`config.mk`:
```
export PLATFORM = sky130hd
export DESIGN_NAME = cond_unit_mc
export DESIGN_NICKNAME = d
export VERILOG_FILES = /design/src/rtl/cond_unit_mc.sv
export SDC_FILE = /design/constraint.sdc
export NUM_CORES = 1
export LEC_CHECK = 0
export ABC_AREA = 1
export BUFFER_PORTS_ARGS = -buffer_cell sky130_fd_sc_hd__buf_4
export CORE_MARGIN = 5
export CORE_UTILIZATION = 45
export CTS_CLUSTER_SIZE = 8
export DETAILED_ROUTE_END_ITERATION = 6
export GPL_TIMING_DRIVEN = 0
export PLACE_DENSITY = 0.74
export SLEW_MARGIN = 20
export SYNTH_ARGS = -nofsm -noshare
export SYNTH_HDL_FRONTEND = slang
export SYNTH_SLANG_ARGS = --single-unit
```
`constraint.sdc`:
```
create_clock -name clk -period 1.4 [get_ports clk]
set_input_delay 0.28 -clock clk [delete_from_list [all_inputs] [get_ports clk]]
set_output_delay 0.28 -clock clk [all_outputs]
set_load 0.02 [all_outputs]
```
`src/rtl/cond_unit_mc.sv`:
```
// NZCV flag register and ARM condition evaluation for the execute stage, with support for
// multi-cycle flag sources that hold issue until their result is valid or a timeout expires.
module cond_unit_mc #(
  parameter int unsigned NSRC     = 2,
  parameter int unsigned SW       = 1,
  parameter int unsigned MAX_WAIT = 15
) (
  input  logic                 clk,
  input  logic                 reset,
  input  logic                 issue,
  input  logic [3:0]           Cond,
  input  logic [1:0]           FlagW,
  input  logic [SW-1:0]        FlagSrc,
  input  logic                 MultiCyc,
  input  logic                 PCS,
  input  logic                 RegW,
  input  logic                 MemW,
  input  logic [4*NSRC-1:0]    SrcFlags,
  input  logic [NSRC-1:0]      SrcValid,
  output logic                 CondEx,
  output logic                 PCSrc,
  output logic                 RegWrite,
  output logic                 MemWrite,
  output logic                 Stall,
  output logic [3:0]           Flags,
  output logic                 Timeout
);

  localparam int unsigned CW = $clog2(MAX_WAIT + 1);

  typedef enum logic {StIdle, StWait} state_e;

  state_e          state_q;
  logic [3:0]      flags_q;
  logic            timeout_q;
  logic            h_cond_q, h_pcs_q, h_regw_q, h_memw_q;
  logic [1:0]      h_flagw_q;
  logic [SW-1:0]   h_src_q;
  logic [CW-1:0]   cnt_q;

  logic            pass;
  logic            held_valid;
  logic            fire;
  logic            single;
  logic [SW-1:0]   sel;
  logic [3:0]      sel_flags;
  logic [3:0]      held_flags;

  // Odd codes invert the even code's base condition; 111x is always true.
  function automatic logic cond_pass(input logic [3:0] c, input logic [3:0] f);
    logic n, z, cf, v, base;
    {n, z, cf, v} = f;
    unique case (c[3:1])
      3'd0:    base = z;
      3'd1:    base = cf;
      3'd2:    base = n;
      3'd3:    base = v;
      3'd4:    base = cf & ~z;
      3'd5:    base = (n == v);
      3'd6:    base = ~z & (n == v);
      default: base = 1'b1;
    endcase
    return (c[3:1] == 3'd7) ? 1'b1 : (base ^ c[0]);
  endfunction

  // Out-of-range selectors fall back to source 0.
  always_comb begin
    sel        = '0;
    sel_flags  = '0;
    held_flags = '0;
    held_valid = 1'b0;
    for (int unsigned i = 0; i < NSRC; i++) begin
      if (FlagSrc == SW'(i)) sel = SW'(i);
    end
    for (int unsigned i = 0; i < NSRC; i++) begin
      if (sel == SW'(i)) sel_flags = SrcFlags[4*i +: 4];
      if (h_src_q == SW'(i)) begin
        held_flags = SrcFlags[4*i +: 4];
        held_valid = SrcValid[i];
      end
    end
  end

  assign pass   = cond_pass(Cond, flags_q);
  assign fire   = held_valid & h_cond_q;
  assign single = issue & ~MultiCyc & pass;

  // Enables are forced low while reset is held, even though they are combinational.
  always_comb begin
    CondEx   = 1'b0;
    PCSrc    = 1'b0;
    RegWrite = 1'b0;
    MemWrite = 1'b0;
    Stall    = 1'b0;
    if (reset) begin
      unique case (state_q)
        StIdle: begin
          CondEx   = issue & pass;
          PCSrc    = PCS & single;
          RegWrite = RegW & single;
          MemWrite = MemW & single;
        end
        StWait: begin
          CondEx   = h_cond_q;
          PCSrc    = h_pcs_q & fire;
          RegWrite = h_regw_q & fire;
          MemWrite = h_memw_q & fire;
          Stall    = 1'b1;
        end
      endcase
    end
  end

  assign Flags   = flags_q;
  assign Timeout = timeout_q;

  always_ff @(posedge clk or negedge reset) begin
    if (!reset) begin
      state_q   <= StIdle;
      flags_q   <= '0;
      timeout_q <= 1'b0;
      h_cond_q  <= 1'b0;
      h_pcs_q   <= 1'b0;
      h_regw_q  <= 1'b0;
      h_memw_q  <= 1'b0;
      h_flagw_q <= '0;
      h_src_q   <= '0;
      cnt_q     <= '0;
    end else begin
      unique case (state_q)
        StIdle: begin
          if (issue && !MultiCyc) begin
            if (pass && FlagW[1]) flags_q[3:2] <= sel_flags[3:2];
            if (pass && FlagW[0]) flags_q[1:0] <= sel_flags[1:0];
          end else if (issue) begin
            h_cond_q  <= pass;
            h_pcs_q   <= PCS;
            h_regw_q  <= RegW;
            h_memw_q  <= MemW;
            h_flagw_q <= FlagW;
            h_src_q   <= sel;
            cnt_q     <= '0;
            state_q   <= StWait;
          end
        end
        StWait: begin
          if (held_valid) begin
            if (h_cond_q && h_flagw_q[1]) flags_q[3:2] <= held_flags[3:2];
            if (h_cond_q && h_flagw_q[0]) flags_q[1:0] <= held_flags[1:0];
            state_q <= StIdle;
          end else if (cnt_q == CW'(MAX_WAIT - 1)) begin
            timeout_q <= 1'b1;
            state_q   <= StIdle;
          end else begin
            cnt_q <= cnt_q + 1'b1;
          end
        end
      endcase
    end
  end

endmodule

```
### Word-level counts from Yosys, hierarchy flattened

Index checks and enable logic that the tools add are counted.

* word-level logic and storage cells: 94
* register bits after elaboration: 17
* input bits: 24
* output and inout bits: 10

* $add $sub $neg: 1
* bitwise operators: 18
* reductions and logical operators: 12
* muxes and demuxes: 33
* equality and inequality tests: 19

Operators with widths (count)
* $mux 4: 8
* $pmux 4 s2: 2
* $ne 2x2->1 const B: 7
* $mux 1: 13
* $and 1x1->1: 12
* $eq 3x3->1 const B: 4
* $reduce_and 4->1: 3
* $pmux 1 s2: 5
* $mux 2: 4
* $pmux 1 s7: 1
* $eq 3x2->1 const B: 2
* $ne 2x1->1 const B: 3
* $reduce_and 3->1: 2
* $logic_and 1x1->1: 5
* $not 1->1: 5
* $add 4x1->4 const B: 1
* $eq 4x4->1 const B: 1
* $eq 3x1->1 const B: 1
* $logic_not 3->1: 1
* $eq 1x1->1: 1
* $logic_not 1->1: 1
* $xor 1x1->1: 1

### Logic depth before layout (Yosys ltp)

Gate-level depths: netlist of the first run.

* depth after elaboration: 9
* depth in mapped cells: 14
* mapped depth without buffers: 14

### Worst setup path before layout of the first run

No wires, ideal clock.

* path kind: register to output
* from: register flags_q[3] (netlist: Flags[3])
* to: output MemWrite
* stages on the path, launching flop included: 9
* data required time: 1.120 ns
* arrival: 1.638 ns
* path slack: -0.518 ns
* buffers on the path: 0
* path through: dfrtp_1 -> inv_1 -> o21ai_0 -> nand3_2 -> nand2_2 -> nand3_2 -> nand3_4 -> nand3_1 -> o21ai_0

* word-level cells in the longest chain between the ends: 9

Ends and longest elaborated chain
* from (decl): RTL line 34 `logic [3:0] flags_q;`
* from (signal assigned): RTL line 133 `if (pass && FlagW[1]) flags_q[3:2] <= sel_flags[3:2];`
* from (signal assigned): RTL line 148 `if (h_cond_q && h_flagw_q[1]) flags_q[3:2] <= held_flags[3:2];`
* $eq 1x1->1: RTL line 59, 60
* $and 1x1->1: RTL line 60 `3'd6: base = ~z & (n == v);`
* $pmux 1 s7 *: RTL line 53 `unique case (c[3:1])`
* $xor 1x1->1 *: RTL line 63 `return (c[3:1] == 3'd7) ? 1'b1 : (base ^ c[0]);`
* $mux 1 *: RTL line 63
* $and 1x1->1 *: RTL line 86 `assign single = issue & ~MultiCyc & pass;`
* $and 1x1->1 *: RTL line 101 `MemWrite = MemW & single;`
* $pmux 1 s2 *: RTL line 96 `unique case (state_q)`
* $mux 1 *: RTL line 95 `if (reset) begin`
* to (decl): RTL line 23 `output logic MemWrite,`

Mark *: on every way between the ends. The rest lies on a longest branch, timed or not.

### Final worst setup path of the first run

* from: register flags_q[1] (netlist: Flags[1])
* to: output CondEx

* word-level cells in the longest chain between the ends: 7

Ends and longest elaborated chain
* from (signal assigned): RTL line 134 `if (pass && FlagW[0]) flags_q[1:0] <= sel_flags[1:0];`
* from (signal assigned): RTL line 149 `if (h_cond_q && h_flagw_q[0]) flags_q[1:0] <= held_flags[1:0];`
* $and 1x1->1: RTL line 58 `3'd4: base = cf & ~z;`
* $pmux 1 s7 *: RTL line 53
* $xor 1x1->1 *: RTL line 63
* $mux 1 *: RTL line 63
* $and 1x1->1 *: RTL line 98 `CondEx = issue & pass;`
* $pmux 1 s2 *: RTL line 96
* $mux 1 *: RTL line 95
* to (decl): RTL line 20 `output logic CondEx,`

Marks and branches as above.

==> results.sh, run 1 <==
export IMPL_grt_pass1_wl_um=5610
export IMPL_vias=1327
export IMPL_path_cells="or2_1 -> nand3_2 -> nand2_2 -> nand2_2 -> nand2_2 -> nand3_4 -> nand3_2 -> a21oi_4 -> buf_6"
export IMPL_numCtsBuffers=3
export IMPL_track_usage_pct=20.2
export IMPL_diodes=0
export IMPL_cts_sinks=17
export IMPL_core_sq_um=2430
export IMPL_fin_cells=250
export IMPL_root_buffer="clkbuf_4"
export IMPL_dp_hpwl_um=2280
export IMPL_slew_violations=0
export IMPL_cp_arrival_ps=1740
export IMPL_fin_ws_ps=-623
export IMPL_htree_num_levels=1
export IMPL_numPortBuffers=33
export IMPL_synth_largest_area_cell="dfrtp_1"
export IMPL_layout_drive_gt1_share_pct=43.2
export IMPL_syn_to_final_growth_pct=53.7
export IMPL_pwr_density_cell_nw_per_um2=1740
export IMPL_dp_cells=225
export IMPL_ios=34
export IMPL_hold_slack_ps=180
export IMPL_synth_nets=188
export IMPL_hp_class="in -> reg"
export IMPL_insertion_delay_ps=300
export IMPL_cp_slowest_cell="dfrtp_2"
export IMPL_drt_iter0_markers=76
export IMPL_grt_pass1_vias=1287
export IMPL_clockBufferDepth=2
export IMPL_status="finished, violations left"
export IMPL_crit_type="reg -> out"
export IMPL_final_common_cell="buf_4"
export IMPL_critical_path_max_stage_delay_ps=430
export IMPL_vdd_drop_max_v=0.00128
export IMPL_chipHeight_um=60.1
export IMPL_fin_crit_ps=2020
export IMPL_finalClockSkew_ps=6.10
export IMPL_path_common_cell="nand2_2"
export IMPL_worstPathBufferInverterCount=1
export IMPL_dieArea_sq_um=3610
export IMPL_drt_wl_total_um=3530
export IMPL_cts_tree="done"
export IMPL_synth_seq_cells=17
export IMPL_die_w_um=60.1
export IMPL_fin_nets=247
export IMPL_viasPerCell=5.31
export IMPL_fp_row_count=18
export IMPL_grt_overflow_total=0
export IMPL_synthTopCellsByArea="dfrtp_1, nand2_1, nand3_1"
export IMPL_place_gp_congestion=0.814
export IMPL_setup_viol=10
export IMPL_r2r_slack_ps=-180
export IMPL_hold_viol=0
export IMPL_avgSynthCellArea_sq_um=6.97
export IMPL_final_cell_mix="buf_4, nand2_1, inv_1, nor2_1"
export IMPL_required_ps=1120
export IMPL_leakagePower_nw=0.890
export IMPL_violations="setup timing"
export IMPL_dp_slack_ps=-371
export IMPL_critPathTopFamily="simple AND/OR/NAND/NOR gates"
export IMPL_worst_setup_path_start_kind="register"
export IMPL_fillCellCount=197
export IMPL_synth_area_sq_um=1130
export IMPL_maxSlewHeadroom_pct=45.4
export IMPL_grt_max_degree=22
export IMPL_rsz0062_at_grt="yes"
export IMPL_dr_pass1_iters=4
export IMPL_post_route_period_util_pct=145
export IMPL_critPathCaptureType="output port"
export IMPL_drtAntennaViolNets=0
export IMPL_maxCapViolCount=0
export IMPL_yosysWarningCount=0
export IMPL_crit_path_max_fanout=7
export IMPL_worstMarginPinSlew_ps=816
export IMPL_drc=0
export IMPL_antenna_found_initial=0
export IMPL_fmax_ghz=0.494
export IMPL_seq_area_frac_synth_pct=37.7
export IMPL_path_clk_slew_ps=110
export IMPL_netlist_area_leader_share_pct=37.7
export IMPL_start_util_pct=46.4
export IMPL_postSynthCellCount=162
export IMPL_synthDistinctLibCells=23
export IMPL_wire_per_inst_um=14.1
-- worst paths after layout --
check,startpoint,depth (start not counted),end
min in group asynchronous,reset,2,h_memw_q
setup reg to reg,Flags[2],13,Flags[1]
setup / recovery,Flags[1],9,CondEx
hold / removal,MemW,3,h_memw_q
hold reg to reg,h_pcs_q,2,h_pcs_q
max in group asynchronous,reset,2,h_src_q
-- metal layers --
layer | vias to the layer above | track usage, % | part of all wire [%]
met3 | 11 | 2.16 | 6.6
met5 | - | 0 | 0
li1 | 644 | - | -
met2 | 56 | 37.2 | 54
met1 | 616 | 24.7 | 37
met4 | 0 | 5.38 | 2.2
-- worst reg2reg max path, cell delays in order (launching register included) --
cell and delay, ps:
dfrtp_1 420, nand2_1 80, nand2_1 70, nor2_1 90, nand2_1 80, nand2_2 80
nand2_2 50, nand2_2 70, nand3_4 130, buf_4 170, nand2_2 60, nand2_2 70
nand3_1 70, nand2_1 50
-- stage by stage --
stage / TNS, ps / power [mW] / util, % / cell area [sq um]
after floorplan: -862 / 1.72 / - / 1160
after global placement: -1370 / 2.09 / 59.5 / 1450
after detailed placement: -2020 / 2.14 / 59.5 / 1450
after CTS: -3150 / 2.77 / 66.9 / 1630
after global routing: -4610 / 3.25 / 71.3 / 1730
final: -3180 / 3.02 / 71.3 / 1730
-- synthesized netlist by cell type, drive strengths merged --
| cell type | number |
|---|---|
| nand4 | 1 |
| a22oi | 2 |
| nand2 | 46 |
| o21ai | 17 |
| a21oi | 4 |
| o21bai | 1 |
| ha | 2 |
| or2 | 1 |
| o31ai | 2 |
| nor2 | 18 |
| nand3 | 21 |
| dfrtp | 17 |
| buf | 1 |
| o22ai | 4 |
| nand3b | 1 |
| inv | 22 |
| clkbuf | 2 |
-- cell families after synthesis --
| family | after synthesis | share of synthesized area [%] |
|---|---|---|
| AO/OA/AOI/OAI | 30 | 14.9 |
| adder cells (fa/ha/maj) | 2 | 2.22 |
| buffers and inverters | 25 | 8.43 |
| flip-flops | 17 | 37.7 |
| AND/OR/NAND/NOR | 88 | 36.8 |
-- flip-flops by register name, indices dropped and copies added (netlist names) --
| signal | flops |
|---|---|
| Flags | 4 |
| cnt_q | 4 |
| h_flagw_q | 2 |
| Timeout | 1 |
| h_cond_q | 1 |
| h_memw_q | 1 |
| h_pcs_q | 1 |
| h_regw_q | 1 |
| h_src_q | 1 |
| state_q | 1 |
-- where the power goes --
part | internal (mW) | total, mW | switching, mW | leakage, nW
combinational | 0.856 | 1.84 | 0.987 | 0.666
clock | 0.107 | 0.280 | 0.174 | 0.0177
sequential | 0.708 | 0.892 | 0.184 | 0.206
-- repair_timing --
item                                   in CTS  in global routing
endpoints found under the hold margin      17                 17
pin swaps                                   6                  6
buffers inserted                           14                  6
gates resized for setup                    20                 13
setup endpoints to repair                  12                 15
-- layout make-up --
type / count / area (sq um) / area share [%]
Buffer: 3 / 23.8 / 1.37
Clock buffer: 3 / 22.5 / 1.30
Clock inverter: 1 / 5.00 / 0.289
Inverter: 22 / 85.1 / 4.91
Multi-Input combinational cell: 120 / 699 / 40.3
Sequential cell: 17 / 430 / 24.8
Tap cell: 30 / 37.5 / 2.16
Timing Repair Buffer: 54 / 430 / 24.8
Note: power is estimated with default switching activity, not from simulation.
==> inputs of run 2 (changes only) <==
--- a/config.mk
+++ b/config.mk
@@ -13,6 +13,7 @@
 export DETAILED_ROUTE_END_ITERATION = 6
 export GPL_TIMING_DRIVEN = 0
 export PLACE_DENSITY = 0.74
+export RECOVER_POWER = 100
 export SLEW_MARGIN = 20
 export SYNTH_ARGS = -nofsm -noshare
 export SYNTH_HDL_FRONTEND = slang
==> results.sh, run 2 (synthesis results as in run 1) <==
export IMPL_status="finished, violations left"
export IMPL_pwr_density_cell_nw_per_um2=1740
export IMPL_leakagePower_nw=0.876
export IMPL_final_common_cell="buf_4"
export IMPL_vias=1320
export IMPL_fmax_ghz=0.495
export IMPL_hold_end="h_memw_q"
export IMPL_critical_path_max_stage_delay_ps=430
export IMPL_worstMarginPinSlew_ps=793
export IMPL_timing_rr_start="Flags[2]"
export IMPL_worstPathBufferInverterCount=1
export IMPL_dp_slack_ps=-371
export IMPL_slew_violations=0
export IMPL_layout_drive_gt1_share_pct=40.5
export IMPL_viasPerCell=5.28
export IMPL_fin_crit_ps=2020
export IMPL_r2r_slack_ps=-180
export IMPL_rsz0062_at_grt="yes"
export IMPL_vdd_drop_max_v=0.00128
export IMPL_ios=34
export IMPL_dieArea_sq_um=3610
export IMPL_fin_nets=247
export IMPL_fin_area_sq_um=1710
export IMPL_root_buffer="clkbuf_4"
export IMPL_path_common_cell="nand2_2"
export IMPL_grt_pass1_wl_um=5610
export IMPL_drt_wl_total_um=3550
export IMPL_track_usage_pct=20.2
export IMPL_grt_overflow_total=0
export IMPL_worst_setup_path_start_kind="register"
export IMPL_reg2reg_to="Flags[1]"
export IMPL_maxCapViolCount=0
export IMPL_numCtsBuffers=3
export IMPL_grt_pass1_vias=1287
export IMPL_hp_class="in -> reg"
export IMPL_final_cell_mix="buf_4, nand2_1, inv_1, nor2_1"
export IMPL_critPathCaptureType="output port"
export IMPL_start_util_pct=46.4
export IMPL_path_cells="or2_1 -> nand3_2 -> nand2_2 -> nand2_2 -> nand2_2 -> nand3_4 -> nand3_2 -> a21oi_4 -> buf_6"
export IMPL_post_route_period_util_pct=144
export IMPL_dr_pass1_iters=4
export IMPL_path_clk_slew_ps=110
export IMPL_drtAntennaViolNets=0
export IMPL_wire_per_inst_um=14.2
export IMPL_insertion_delay_ps=300
export IMPL_crit_type="reg -> out"
export IMPL_drc=0
export IMPL_htree_num_levels=1
export IMPL_fin_ws_ps=-622
export IMPL_maxSlewHeadroom_pct=47.0
export IMPL_place_gp_congestion=0.814
export IMPL_critPathTopFamily="simple AND/OR/NAND/NOR gates"
export IMPL_setup_viol=11
export IMPL_whs_path_depth=3
export IMPL_cp_slowest_cell="dfrtp_2"
export IMPL_fin_tns_setup_ps=-3270
export IMPL_syn_to_final_growth_pct=51.9
export IMPL_fp_row_count=18
export IMPL_violations="setup timing"
export IMPL_die_w_um=60.1
export IMPL_finalClockSkew_ps=5.30
export IMPL_numPortBuffers=33
export IMPL_min_delay_start="MemW"
export IMPL_core_sq_um=2430
export IMPL_crit_path_max_fanout=7
export IMPL_cts_tree="done"
export IMPL_grt_max_degree=22
export IMPL_cp_arrival_ps=1740
export IMPL_total_power_mw=2.98
export IMPL_chipHeight_um=60.1
export IMPL_cts_sinks=17
export IMPL_hold_viol=0
export IMPL_drt_iter0_markers=87
export IMPL_required_ps=1120
export IMPL_dp_hpwl_um=2280
export IMPL_post_dp_cell_area_sq_um=1450
export IMPL_r2r_cells=13
export IMPL_clockBufferDepth=2
export IMPL_antenna_found_initial=0
export IMPL_diodes=0
run 2: worst max-delay path by stage:
stage | startpoint | slack, ps | cells past startpoint | endpoint
floorplan | Flags[1] | -220 | 8 | PCSrc
global placement | Cond[1] | -320 | 11 | CondEx
detailed placement | Cond[1] | -370 | 11 | CondEx
CTS | Flags[1] | -640 | 9 | RegWrite
global route | Flags[1] | -750 | 9 | PCSrc
finish | Flags[1] | -620 | 9 | CondEx
run 2: timing repair:
action	4_1_cts	5_1_grt
endpoints found under the setup margin	12	15
buffers inserted	14	6
hold endpoints to repair	17	17
pin swaps	6	6
resized for setup	20	13
run 2: metrics by stage:
step	utilization (%)	hold WS, ps	cells
5_1_grt	70.5	183	250
4_1_cts	66.9	-159	243
6_report	70.5	181	250
2_1_floorplan	-	-15.6	162
3_5_place_dp	59.5	174	225
3_3_place_gp	59.5	173	225
run 2: area by class of cell:
cell class	instances	area, sq um
repair buffers	54	413
multi-input cells	120	697
plain buffers	3	23.8
fillers	205	718
clock inverters	1	5.00
well taps	30	37.5
flip-flops and latches	17	430
clock buffers	3	22.5
inverters	22	85.1
run 2: worst min-delay path, cell delays in order:
cell,delay [ps]
buf_4,80
nand2_1,40
nand2_1,50
run 2: power breakdown:
group | leakage, nW | switching [mW] | internal (mW)
clock | 0.0177 | 0.175 | 0.107
sequential | 0.206 | 0.181 | 0.708
combinational | 0.653 | 0.985 | 0.820
total | 0.876 | 1.34 | 1.63
run 2: layer usage:
metal / global-route usage, % / part of all wire (%) / wire [um] / up-vias
li1: - / - / - / 645
met1: 24.7 / 38 / 1340 / 617
met2: 37.2 / 54 / 1910 / 48
met3: 2.16 / 6.3 / 225 / 10
met4: 5.38 / 1.9 / 68 / 0
met5: 0 / 0 / 0 / -
